`src/rtl/mem_arb_pkg.sv`:
```
// Shared types and default geometry for the main-memory port arbiter.
package mem_arb_pkg;

  localparam int unsigned DEF_LINE_WORDS  = 32'd4;
  localparam int unsigned DEF_MEM_LATENCY = 32'd3;

  typedef enum logic [1:0] {
    IDLE    = 2'd0,
    BUSY_I  = 2'd1,
    BUSY_DR = 2'd2,
    BUSY_DW = 2'd3
  } arbState_t;

  // Side served most recently; the other side wins the next tie.
  typedef enum logic {
    LAST_I = 1'b0,
    LAST_D = 1'b1
  } lastGrant_t;

endpackage

```
`src/rtl/beat_sequencer.sv`:
```
// Word/latency counters for one line transfer: a beat is MEM_LATENCY cycles,
// a line is LINE_WORDS beats.
module beat_sequencer
  import mem_arb_pkg::*;
#(
  parameter int unsigned LINE_WORDS  = DEF_LINE_WORDS,
  parameter int unsigned MEM_LATENCY = DEF_MEM_LATENCY,
  parameter int unsigned WIDX_W      = $clog2(LINE_WORDS)
) (
  input  logic              clk,
  input  logic              reset,
  input  logic              start,
  input  logic              enable,
  output logic              beatEnd,
  output logic              lineEnd,
  output logic [WIDX_W-1:0] wordIdx
);

  localparam int unsigned LAT_W = (MEM_LATENCY > 32'd1) ? $clog2(MEM_LATENCY) : 32'd1;

  logic [LAT_W-1:0]  latCnt_r;
  logic [WIDX_W-1:0] wordIdx_r;
  logic              beatEnd_s;
  logic              lineEnd_s;

  // Beat and line boundary decode.
  always_comb begin
    beatEnd_s = 1'b0;
    lineEnd_s = 1'b0;
    if (enable && (latCnt_r == LAT_W'(MEM_LATENCY - 32'd1))) begin
      beatEnd_s = 1'b1;
      lineEnd_s = (wordIdx_r == WIDX_W'(LINE_WORDS - 32'd1));
    end else begin
      beatEnd_s = 1'b0;
      lineEnd_s = 1'b0;
    end
  end

  // Counter update; the word index wraps to 0 naturally at line end.
  always_ff @(posedge clk or posedge reset) begin
    if (reset) begin
      latCnt_r  <= '0;
      wordIdx_r <= '0;
    end else if (start) begin
      latCnt_r  <= '0;
      wordIdx_r <= '0;
    end else if (beatEnd_s) begin
      latCnt_r  <= '0;
      wordIdx_r <= wordIdx_r + WIDX_W'(1);
    end else if (enable) begin
      latCnt_r  <= latCnt_r + LAT_W'(1);
    end
  end

  assign beatEnd = beatEnd_s;
  assign lineEnd = lineEnd_s;
  assign wordIdx = wordIdx_r;

endmodule

```
`src/rtl/mem_port_arbiter.sv`:
```
// Round-robin arbiter and line sequencer between the I-refill / D-miss paths
// and a single-ported fixed-latency main memory.
module mem_port_arbiter
  import mem_arb_pkg::*;
#(
  parameter int unsigned LINE_WORDS  = DEF_LINE_WORDS,
  parameter int unsigned MEM_LATENCY = DEF_MEM_LATENCY,
  parameter int unsigned WIDX_W      = $clog2(LINE_WORDS)
) (
  input  logic              Clk,
  input  logic              reset,
  input  logic              i_req,
  input  logic [31:0]       i_addr,
  output logic              i_grant,
  output logic [31:0]       i_rdata,
  output logic              i_rvalid,
  output logic              i_done,
  input  logic              d_req,
  input  logic              d_we,
  input  logic [31:0]       d_addr,
  input  logic [31:0]       d_wdata,
  output logic [WIDX_W-1:0] d_widx,
  output logic              d_grant,
  output logic [31:0]       d_rdata,
  output logic              d_rvalid,
  output logic              d_done,
  output logic              mem_en,
  output logic              mem_we,
  output logic [31:0]       mem_addr,
  output logic [31:0]       mem_wdata,
  input  logic [31:0]       mem_rdata
);

  arbState_t         state_r, nextState_s;
  lastGrant_t        lastGrant_r;
  logic [31:0]       lineAddr_r;
  logic [31:0]       iRdata_r, dRdata_r;
  logic              iRvalid_r, dRvalid_r, iDone_r, dDone_r;
  logic              reqI_s, reqD_s, grantI_s, grantD_s;
  logic              beatEnd_s, lineEnd_s;
  logic [WIDX_W-1:0] wordIdx_s;
  logic              iGrant_s, dGrant_s, memEn_s, memWe_s;
  logic [31:0]       memAddr_s, memWdata_s;
  logic [WIDX_W-1:0] dWidx_s;
  logic              unusedLowBits_s;

  beat_sequencer #(
    .LINE_WORDS (LINE_WORDS),
    .MEM_LATENCY(MEM_LATENCY),
    .WIDX_W     (WIDX_W)
  ) u_seq (
    .clk    (Clk),
    .reset  (reset),
    .start  (grantI_s | grantD_s),
    .enable (state_r != IDLE),
    .beatEnd(beatEnd_s),
    .lineEnd(lineEnd_s),
    .wordIdx(wordIdx_s)
  );

  // Arbitration and next state; a side whose done is showing is not re-granted.
  always_comb begin
    nextState_s = state_r;
    grantI_s    = 1'b0;
    grantD_s    = 1'b0;
    reqI_s      = i_req & ~iDone_r;
    reqD_s      = d_req & ~dDone_r;
    case (state_r)
      IDLE: begin
        if (reqI_s && reqD_s) begin
          if (lastGrant_r == LAST_I) begin
            grantD_s = 1'b1;
          end else begin
            grantI_s = 1'b1;
          end
        end else if (reqI_s) begin
          grantI_s = 1'b1;
        end else if (reqD_s) begin
          grantD_s = 1'b1;
        end else begin
          grantI_s = 1'b0;
        end
        if (grantD_s) begin
          nextState_s = d_we ? BUSY_DW : BUSY_DR;
        end else if (grantI_s) begin
          nextState_s = BUSY_I;
        end else begin
          nextState_s = IDLE;
        end
      end
      BUSY_I, BUSY_DR, BUSY_DW: begin
        if (lineEnd_s) begin
          nextState_s = IDLE;
        end else begin
          nextState_s = state_r;
        end
      end
      default: nextState_s = IDLE;
    endcase
  end

  // State, round-robin history and line address captured at grant.
  always_ff @(posedge Clk or posedge reset) begin
    if (reset) begin
      state_r     <= IDLE;
      lastGrant_r <= LAST_I;
      lineAddr_r  <= 32'h0000_0000;
    end else begin
      state_r <= nextState_s;
      if (grantI_s) begin
        lineAddr_r  <= i_addr;
        lastGrant_r <= LAST_I;
      end else if (grantD_s) begin
        lineAddr_r  <= d_addr;
        lastGrant_r <= LAST_D;
      end
    end
  end

  // Read-data capture at beat end; rvalid and done trail the capture by one cycle.
  always_ff @(posedge Clk or posedge reset) begin
    if (reset) begin
      iRdata_r  <= 32'h0000_0000;
      dRdata_r  <= 32'h0000_0000;
      iRvalid_r <= 1'b0;
      dRvalid_r <= 1'b0;
      iDone_r   <= 1'b0;
      dDone_r   <= 1'b0;
    end else begin
      iRvalid_r <= (state_r == BUSY_I) && beatEnd_s;
      dRvalid_r <= (state_r == BUSY_DR) && beatEnd_s;
      iDone_r   <= (state_r == BUSY_I) && lineEnd_s;
      dDone_r   <= ((state_r == BUSY_DR) || (state_r == BUSY_DW)) && lineEnd_s;
      if ((state_r == BUSY_I) && beatEnd_s) begin
        iRdata_r <= mem_rdata;
      end
      if ((state_r == BUSY_DR) && beatEnd_s) begin
        dRdata_r <= mem_rdata;
      end
    end
  end

  // Memory-side and grant decode straight from the state register.
  always_comb begin
    iGrant_s   = 1'b0;
    dGrant_s   = 1'b0;
    memEn_s    = 1'b0;
    memWe_s    = 1'b0;
    memAddr_s  = 32'h0000_0000;
    memWdata_s = 32'h0000_0000;
    dWidx_s    = '0;
    case (state_r)
      BUSY_I: begin
        iGrant_s  = 1'b1;
        memEn_s   = 1'b1;
        memAddr_s = {lineAddr_r[31:WIDX_W+2], wordIdx_s, 2'b00};
      end
      BUSY_DR: begin
        dGrant_s  = 1'b1;
        memEn_s   = 1'b1;
        memAddr_s = {lineAddr_r[31:WIDX_W+2], wordIdx_s, 2'b00};
        dWidx_s   = wordIdx_s;
      end
      BUSY_DW: begin
        dGrant_s   = 1'b1;
        memEn_s    = 1'b1;
        memWe_s    = 1'b1;
        memAddr_s  = {lineAddr_r[31:WIDX_W+2], wordIdx_s, 2'b00};
        memWdata_s = d_wdata;
        dWidx_s    = wordIdx_s;
      end
      default: begin
        iGrant_s = 1'b0;
      end
    endcase
  end

  assign unusedLowBits_s = ^lineAddr_r[WIDX_W+1:0];

  assign i_grant   = iGrant_s;
  assign i_rdata   = iRdata_r;
  assign i_rvalid  = iRvalid_r;
  assign i_done    = iDone_r;
  assign d_grant   = dGrant_s;
  assign d_rdata   = dRdata_r;
  assign d_rvalid  = dRvalid_r;
  assign d_done    = dDone_r;
  assign d_widx    = dWidx_s;
  assign mem_en    = memEn_s;
  assign mem_we    = memWe_s;
  assign mem_addr  = memAddr_s;
  assign mem_wdata = memWdata_s;

endmodule

```
`config.mk`:
```
export PLATFORM = sky130hd
export DESIGN_NAME = mem_port_arbiter
export DESIGN_NICKNAME = d
export VERILOG_FILES = /design/src/rtl/mem_arb_pkg.sv /design/src/rtl/beat_sequencer.sv /design/src/rtl/mem_port_arbiter.sv
export SDC_FILE = /design/constraint.sdc
export NUM_CORES = 1
export LEC_CHECK = 0
export ABC_CLOCK_PERIOD_IN_PS = 3570
export BUFFER_PORTS_ARGS = -buffer_cell sky130_fd_sc_hd__buf_2
export CORE_AREA = 2 2 150 79
export CTS_BUF_LIST = sky130_fd_sc_hd__clkbuf_4 sky130_fd_sc_hd__clkbuf_8 sky130_fd_sc_hd__clkbuf_16
export DETAILED_ROUTE_END_ITERATION = 6
export DIE_AREA = 0 0 152 81
export PLACE_DENSITY = 0.82
export SLEW_MARGIN = 5
export SYNTH_ARGS = -nofsm -noshare
export SYNTH_HDL_FRONTEND = slang
export SYNTH_SLANG_ARGS = --single-unit
```
`constraint.sdc`:
```
create_clock -name Clk -period 3.57 [get_ports Clk]
set_input_delay 0.1785 -clock Clk [delete_from_list [all_inputs] [get_ports Clk]]
set_output_delay 0.1785 -clock Clk [all_outputs]
set_load 0.01 [all_outputs]
```
; Word-level counts from Yosys, hierarchy flattened
; Index checks and enable logic that the tools add are counted.
[word_totals]
in_bits = 133
reg_bits = 107
elab_cells = 72
out_inout_bits = 138
[op_classes]
n_reduce_logical = 14
n_eq_ne = 6
n_bitwise = 5
mux = 34
n_addsub = 2
[op_table]
columns = operator, count
row1 = 32-bit two-way mux, 4
row2 = 1-bit two-way mux, 21
row3 = 2-bit two-way mux, 8
row4 = "2-bit == test, second input constant", 4
row5 = 1-bit logical AND, 6
row6 = 2-bit nonzero test, 3
row7 = "2-bit by 1-bit adder with 2-bit output, second input constant", 2
row8 = 2-bit case mux with 2 select lines, 1
row9 = 3-bit nonzero test, 1
row10 = 3-bit OR reduction, 1
row11 = 1-bit AND, 2
row12 = "2-bit by 1-bit == test with 1-bit output, second input constant", 1
row13 = 2-bit logical NOT, 1
row14 = "2-bit by 1-bit inequality test with 1-bit output, second input constant", 1
row15 = 1-bit NOT, 2
row16 = 2-bit OR reduction, 1
row17 = 1-bit logical OR, 1
row18 = 1-bit bitwise OR, 1

; Depth between registers and ports, before layout
[logic_depth]
ltp_word = 9
ltp_mapped = 8
mapped_depth_nobuf = 4

; By module
; A second synthesis with hierarchy kept.
[hier_totals]
cells_unflattened = 429
hier_area_um2 = 4858.4
[by_module_without_submodules]
columns = module, cells_per_inst, instances, seq_area_each_um2, area_each_um2
row1 = mem_port_arbiter, 408, 1, 2477.4, 4626.9
row2 = beat_sequencer, 21, 1, 100.1, 231.5

; Worst setup path after synthesis
; OpenSTA, ideal clock, no wires.
[synth_timing]
kind = reg2reg
from = reg state_r[0]
to = reg iRdata_r[0] (netlist: i_rdata[0])
arrival_time_ns = 1.560
required_time_ns = 3.445
stages_incl_launch_ff = 7
period_less_slack_ns = 1.685
slack_ns = 1.885
setup_ns = 0.125
n_path_buf = 3
cell_sequence = dfrtp_1 > buf_4 > nor2b_1 > and2_1 > buf_2 > buf_2 > mux2_2
[synth_between]
elab_chain_len = 4
elab_cells_between_ends = 5
cone_classes = 1 x eq/ne / 1 x mux / 3 x reduce/logical
[synth_rtl]
columns = item, line_no
row1 = from (decl), mem_port_arbiter.sv:34  ; arbState_t state_r, nextState_s;
row2 = from (signal assigned), mem_port_arbiter.sv:109  ; state_r <= nextState_s;
row3 = 2-bit nonzero test, mem_port_arbiter.sv:55  ; .enable (state_r != IDLE),
row4 = 1-bit logical AND, beat_sequencer.sv:30  ; if (enable && (latCnt_r == LAT_W'(MEM_LATENCY - 32'd1))) begin
row5 = 1-bit two-way mux, beat_sequencer.sv:30
row6 = 1-bit logical AND *, mem_port_arbiter.sv:134  ; if ((state_r == BUSY_I) && beatEnd_s) begin
row7 = to (signal assigned), mem_port_arbiter.sv:135  ; iRdata_r <= mem_rdata;
row8 = to (decl), mem_port_arbiter.sv:37  ; logic [31:0] iRdata_r, dRdata_r;
; Every way passes the cells marked *; elsewhere a longest branch is shown, timed or not.
; A chain may end at the register's enable or synchronous reset.

; Final worst setup path
[layout_timing]
from = reg state_r[1]
to = reg lineAddr_r[15]
[layout_between]
elab_chain_len = 3
elab_cells_between_ends = 5
cone_classes = 3 x mux / 2 x reduce/logical
[layout_rtl]
columns = item, line_no
row1 = 2-bit logical NOT *, mem_port_arbiter.sv:68  ; case (state_r)
row2 = 1-bit two-way mux, mem_port_arbiter.sv:68
row3 = 32-bit two-way mux or 2-bit nonzero test (tied branches), -
row4 = to (signal assigned), mem_port_arbiter.sv:111  ; lineAddr_r <= i_addr;
row5 = to (signal assigned), mem_port_arbiter.sv:114  ; lineAddr_r <= d_addr;
row6 = to (decl), mem_port_arbiter.sv:36  ; logic [31:0] lineAddr_r;
; Marks and branches as above.

==> run summary <==
In this run, post-CTS hold repair placed 0 buffers. For the number of rows created at floorplan, the log shows 28. For the worst setup margin, the log shows 0.8425 ns. The area growth from synthesis to layout is 34.80%. In the final routed layout, each cell accounts on average for 17.28 µm. Between clock sinks in the finished design, the worst skew comes to 0.009411 ns.

The routed design could run at a clock period as short as 2.727 ns. The run gives 103 as the number of clock sinks seen by CTS. In this design, the stage delay of the slowest critical-path cell is 0.95 ns. The layer flagged by global routing as most heavily used is met2.

The logs give 3.363 nW for the leakage power summed over all cells and 0 for the overall overflow remaining after global route. Walking the worst path, the cells encountered are nor2_4 > inv_2 > a21o_1 > a211oi_1. The relative slew slack is 0.3455, and the worst ir drop on vdd is 0.4662 mV. For this run, the leading register cell type out of synthesis is sky130_fd_sc_hd__dfrtp_1.

The synthesized area divided by synthesized cell count was 11.33 µm². The cell sitting at the root of the clock tree is a sky130_fd_sc_hd__clkbuf_16. The maximum number of pins on one net before global-route repair was 77; the fraction of synthesis flops using an asynchronous set or reset pin was 1.000. The final critical-path share of the clock period is 0.7640, and the number of cells on the worst reg-to-reg path is 4. The number of distinct library cells after synthesis was 31. The share of cells above drive strength 1 was 0.5314. The type of the most critical hold path was input pin to async pin. The run gives 426 as the post-synthesis cell count.

The HPWL after detailed placement is 10.52 mm. Yosys printed 0 warnings. Setup total negative slack on the finished layout was measured at 0 ns. The DRC marker count from the first detailed-route iteration came out at 320. The detail-routed via count per cell was 5.391; the post-synthesis cell area was 4825 µm². Post-CTS timing repair inserted 0 buffers for setup. In the routed design, unresolved DRC markers number 0. For the starting utilization of the core area, the log shows 0.4290.

X dimension of the die: 152 µm. Die boundary height: 81 µm. For this design, the slowest cell found on the critical path is sky130_fd_sc_hd__dfrtp_1.

The worst setup path is launched from a register. H-tree depth reported by CTS: 3. The die area was 12310 µm². The initial antenna violation count is 0. Of all nets on the critical path, the largest fanout is 43. STA puts the critical path data required time at 3.75 ns.

The clock reaches the later pin of the worst-skew pair after 0.34 ns. Slew of the pin with the lowest slew margin: 0.9817 ns. The run gives 0 as the number of failing setup endpoints in the final timing report.

During I/O placement, the number of pins put on the boundary was 271. The logs give 2.90 ns for the worst endpoint data arrival time and 0.9416 ns for the worst slack at placement. The first-pass GRT wire length came out at 22.05 mm. Type of the worst setup path: register to register.

The total area inside the core boundary comes to 11250 µm². Summed over all layers, the routed wires come to 14.14 mm. The number of inserted diodes came out at 0. The count of input and output buffers came out at 260.

Counting along the longest clock path gives a buffer depth of 2. Clock-pin slew was measured on the worst setup and hold paths at 0.08 ns. The number of global-route vias before repair is 4226, and the flip-flop and latch count after synthesis is 103.

The highest clock rate was 366.6 MHz. The run finished with clean final reports. The detailed-router iteration count before antenna repair is 5, and the routability congestion estimate from global placement is 0.8532.

The total global routing track utilization was 0.2229. The logs give 0.5342 for the post-synthesis sequential area ratio and 0.3131 for the global routing met1 resource utilization. The post-layout total power is 5.569 mW. The tools report the number of max-cap violations as 0. The final max-slew violation count came out at 0.

In this run the remaining antenna-violating nets after routing total 0. The met3 usage in global routing was 0.05603; the number of gates resized after CTS was 0. For the final hold violation count, the log shows 0.

Setup repair after global routing left no endpoint under its margin. The power density of the placed cells is 856.3 nW/µm², and the number of enable-type register cells in the synthesized netlist is 0. For the final net count, the log shows 797. In this run, CTS created clock tree buffers numbering 9. STA classifies the critical path endpoint as a register.

For the count of vias placed by the detailed router, the log shows 4410. TritonCTS built the clock tree. The met2 track demand over resource was 0.3532.
[report_power, final]
part / switching (mW) / internal [mW] / total [mW]
combinational: 1.28 / 1.14 / 2.42
sequential: 0.393 / 1.72 / 2.11
clock: 0.453 / 0.587 / 1.04
total: 2.12 / 3.44 / 5.57
[cell families (layout without fill, tap and decap cells)]
kind of cell | after synthesis | count (layout) | share of synthesized area
other | 1 | 2 | 0.0007773
and+or+nand+nor | 112 | 112 | 0.1328
muxes | 64 | 64 | 0.1494
AOI/OAI and AO/OA | 70 | 70 | 0.1120
adders and majority gates | 1 | 1 | 0.002593
buffers and inverters | 75 | 316 | 0.06820
DFF | 103 | 103 | 0.5342
[synth_stat cells, types with 2 or more instances]
cell	count	area [µm²]
sky130_fd_sc_hd__dfrtp_1	103	2577
sky130_fd_sc_hd__mux2_2	64	720.7
sky130_fd_sc_hd__and3_1	34	212.7
sky130_fd_sc_hd__clkbuf_1	31	116.4
sky130_fd_sc_hd__a211oi_1	29	217.7
sky130_fd_sc_hd__inv_1	29	108.9
sky130_fd_sc_hd__a2111oi_0	28	245.2
sky130_fd_sc_hd__nor2_1	28	105.1
sky130_fd_sc_hd__nor4_1	28	175.2
sky130_fd_sc_hd__a21oi_1	6	30.03
sky130_fd_sc_hd__and2_1	6	37.54
sky130_fd_sc_hd__buf_2	5	25.02
sky130_fd_sc_hd__buf_4	5	37.54
sky130_fd_sc_hd__buf_6	3	33.78
sky130_fd_sc_hd__nand2_1	3	11.26
sky130_fd_sc_hd__nand2b_1	3	18.77
sky130_fd_sc_hd__nor2b_1	3	18.77
sky130_fd_sc_hd__o21ai_0	3	15.01
sky130_fd_sc_hd__nor3b_2	2	25.02
sky130_fd_sc_hd__or3_1	2	12.51
[routing by layer]
| metal | vias up | part of all wire |
|---|---|---|
| met2 | 237 | 0.46 |
| met5 | - | 0 |
| li1 | 2023 | - |
| met3 | 14 | 0.080 |
| met4 | 0 | 0.0070 |
| met1 | 2136 | 0.45 |
[area by class of cell]
| cell class | instances | area [µm²] |
|---|---|---|
| Multi-Input combinational cell | 249 | 1928 |
| Clock inverter | 5 | 72.57 |
| Sequential cell | 103 | 2577 |
| Inverter | 30 | 115.1 |
| Tap cell | 150 | 187.7 |
| Timing Repair Buffer | 270 | 1376 |
| Fill cell | 952 | 4742 |
| Clock buffer | 11 | 246.5 |
[sequential cells by signal, indices dropped and copies added, names as in the netlist]
| signal | cells |
|---|---|
| d_rdata | 32 |
| i_rdata | 32 |
| lineAddr_r | 28 |
| state_r | 2 |
| u_seq.latCnt_r | 2 |
| u_seq.wordIdx | 2 |
| d_done | 1 |
| d_rvalid | 1 |
| i_done | 1 |
| i_rvalid | 1 |
| lastGrant_r | 1 |
[layout by cell type (no fill, tap or decap), types with 2 or more instances in the layout]
cell type	netlist	final
sky130_fd_sc_hd__a2111oi_0	28	28
sky130_fd_sc_hd__clkbuf_16	0	9
sky130_fd_sc_hd__and3_1	34	34
sky130_fd_sc_hd__o21ai_0	3	3
sky130_fd_sc_hd__nand2_1	3	3
sky130_fd_sc_hd__inv_8	0	3
sky130_fd_sc_hd__nor4_1	28	28
sky130_fd_sc_hd__nand2b_1	3	3
sky130_fd_sc_hd__a21oi_1	6	6
sky130_fd_sc_hd__nor2_1	28	28
sky130_fd_sc_hd__mux2_2	64	64
sky130_fd_sc_hd__nor2b_1	3	3
sky130_fd_sc_hd__buf_4	5	10
sky130_fd_sc_hd__dfrtp_1	103	103
sky130_fd_sc_hd__or3_1	2	2
sky130_fd_sc_hd__buf_2	5	260
sky130_fd_sc_hd__inv_1	29	28
sky130_fd_sc_hd__conb_1	1	2
sky130_fd_sc_hd__a211oi_1	29	29
sky130_fd_sc_hd__and2_1	6	6
[final timing paths]
kind / from / endpoint / slack, ns
max: state_r[1]$_DFFE_PP0P_ / lineAddr_r[15]$_DFFE_PP0P_ / 0.84
min: reset / i_rdata[16]$_DFFE_PP0P_ / 0.05
min reg2reg: d_rdata[13]$_DFFE_PP0P_ / d_rdata[13]$_DFFE_PP0P_ / 0.50
max in group asynchronous: reset / d_rdata[7]$_DFFE_PP0P_ / 2.74
max reg2reg: state_r[1]$_DFFE_PP0P_ / lineAddr_r[15]$_DFFE_PP0P_ / 0.84
min in group Clk: mem_rdata[11] / d_rdata[11]$_DFFE_PP0P_ / 0.08
[critical path, delay by kind of cell (launching register included)]
kind            cells  cell delay (ns)
compound gates      2             1.01
buf+inv             1             0.50
flops               1             0.95
simple gates        1             0.07
[metrics by stage]
step	hold slack [ns]	instance area, µm²	std cells	util
floorplan	0.3301	4828	427	-
global placement	0.4121	6185	802	0.5500
detailed placement	0.4276	6185	802	0.5500
CTS	0.06958	6504	818	0.5783
global route	0.06806	6504	818	0.5783
finish	0.04507	6504	818	0.5783
Power figures use the tool's default switching activity.
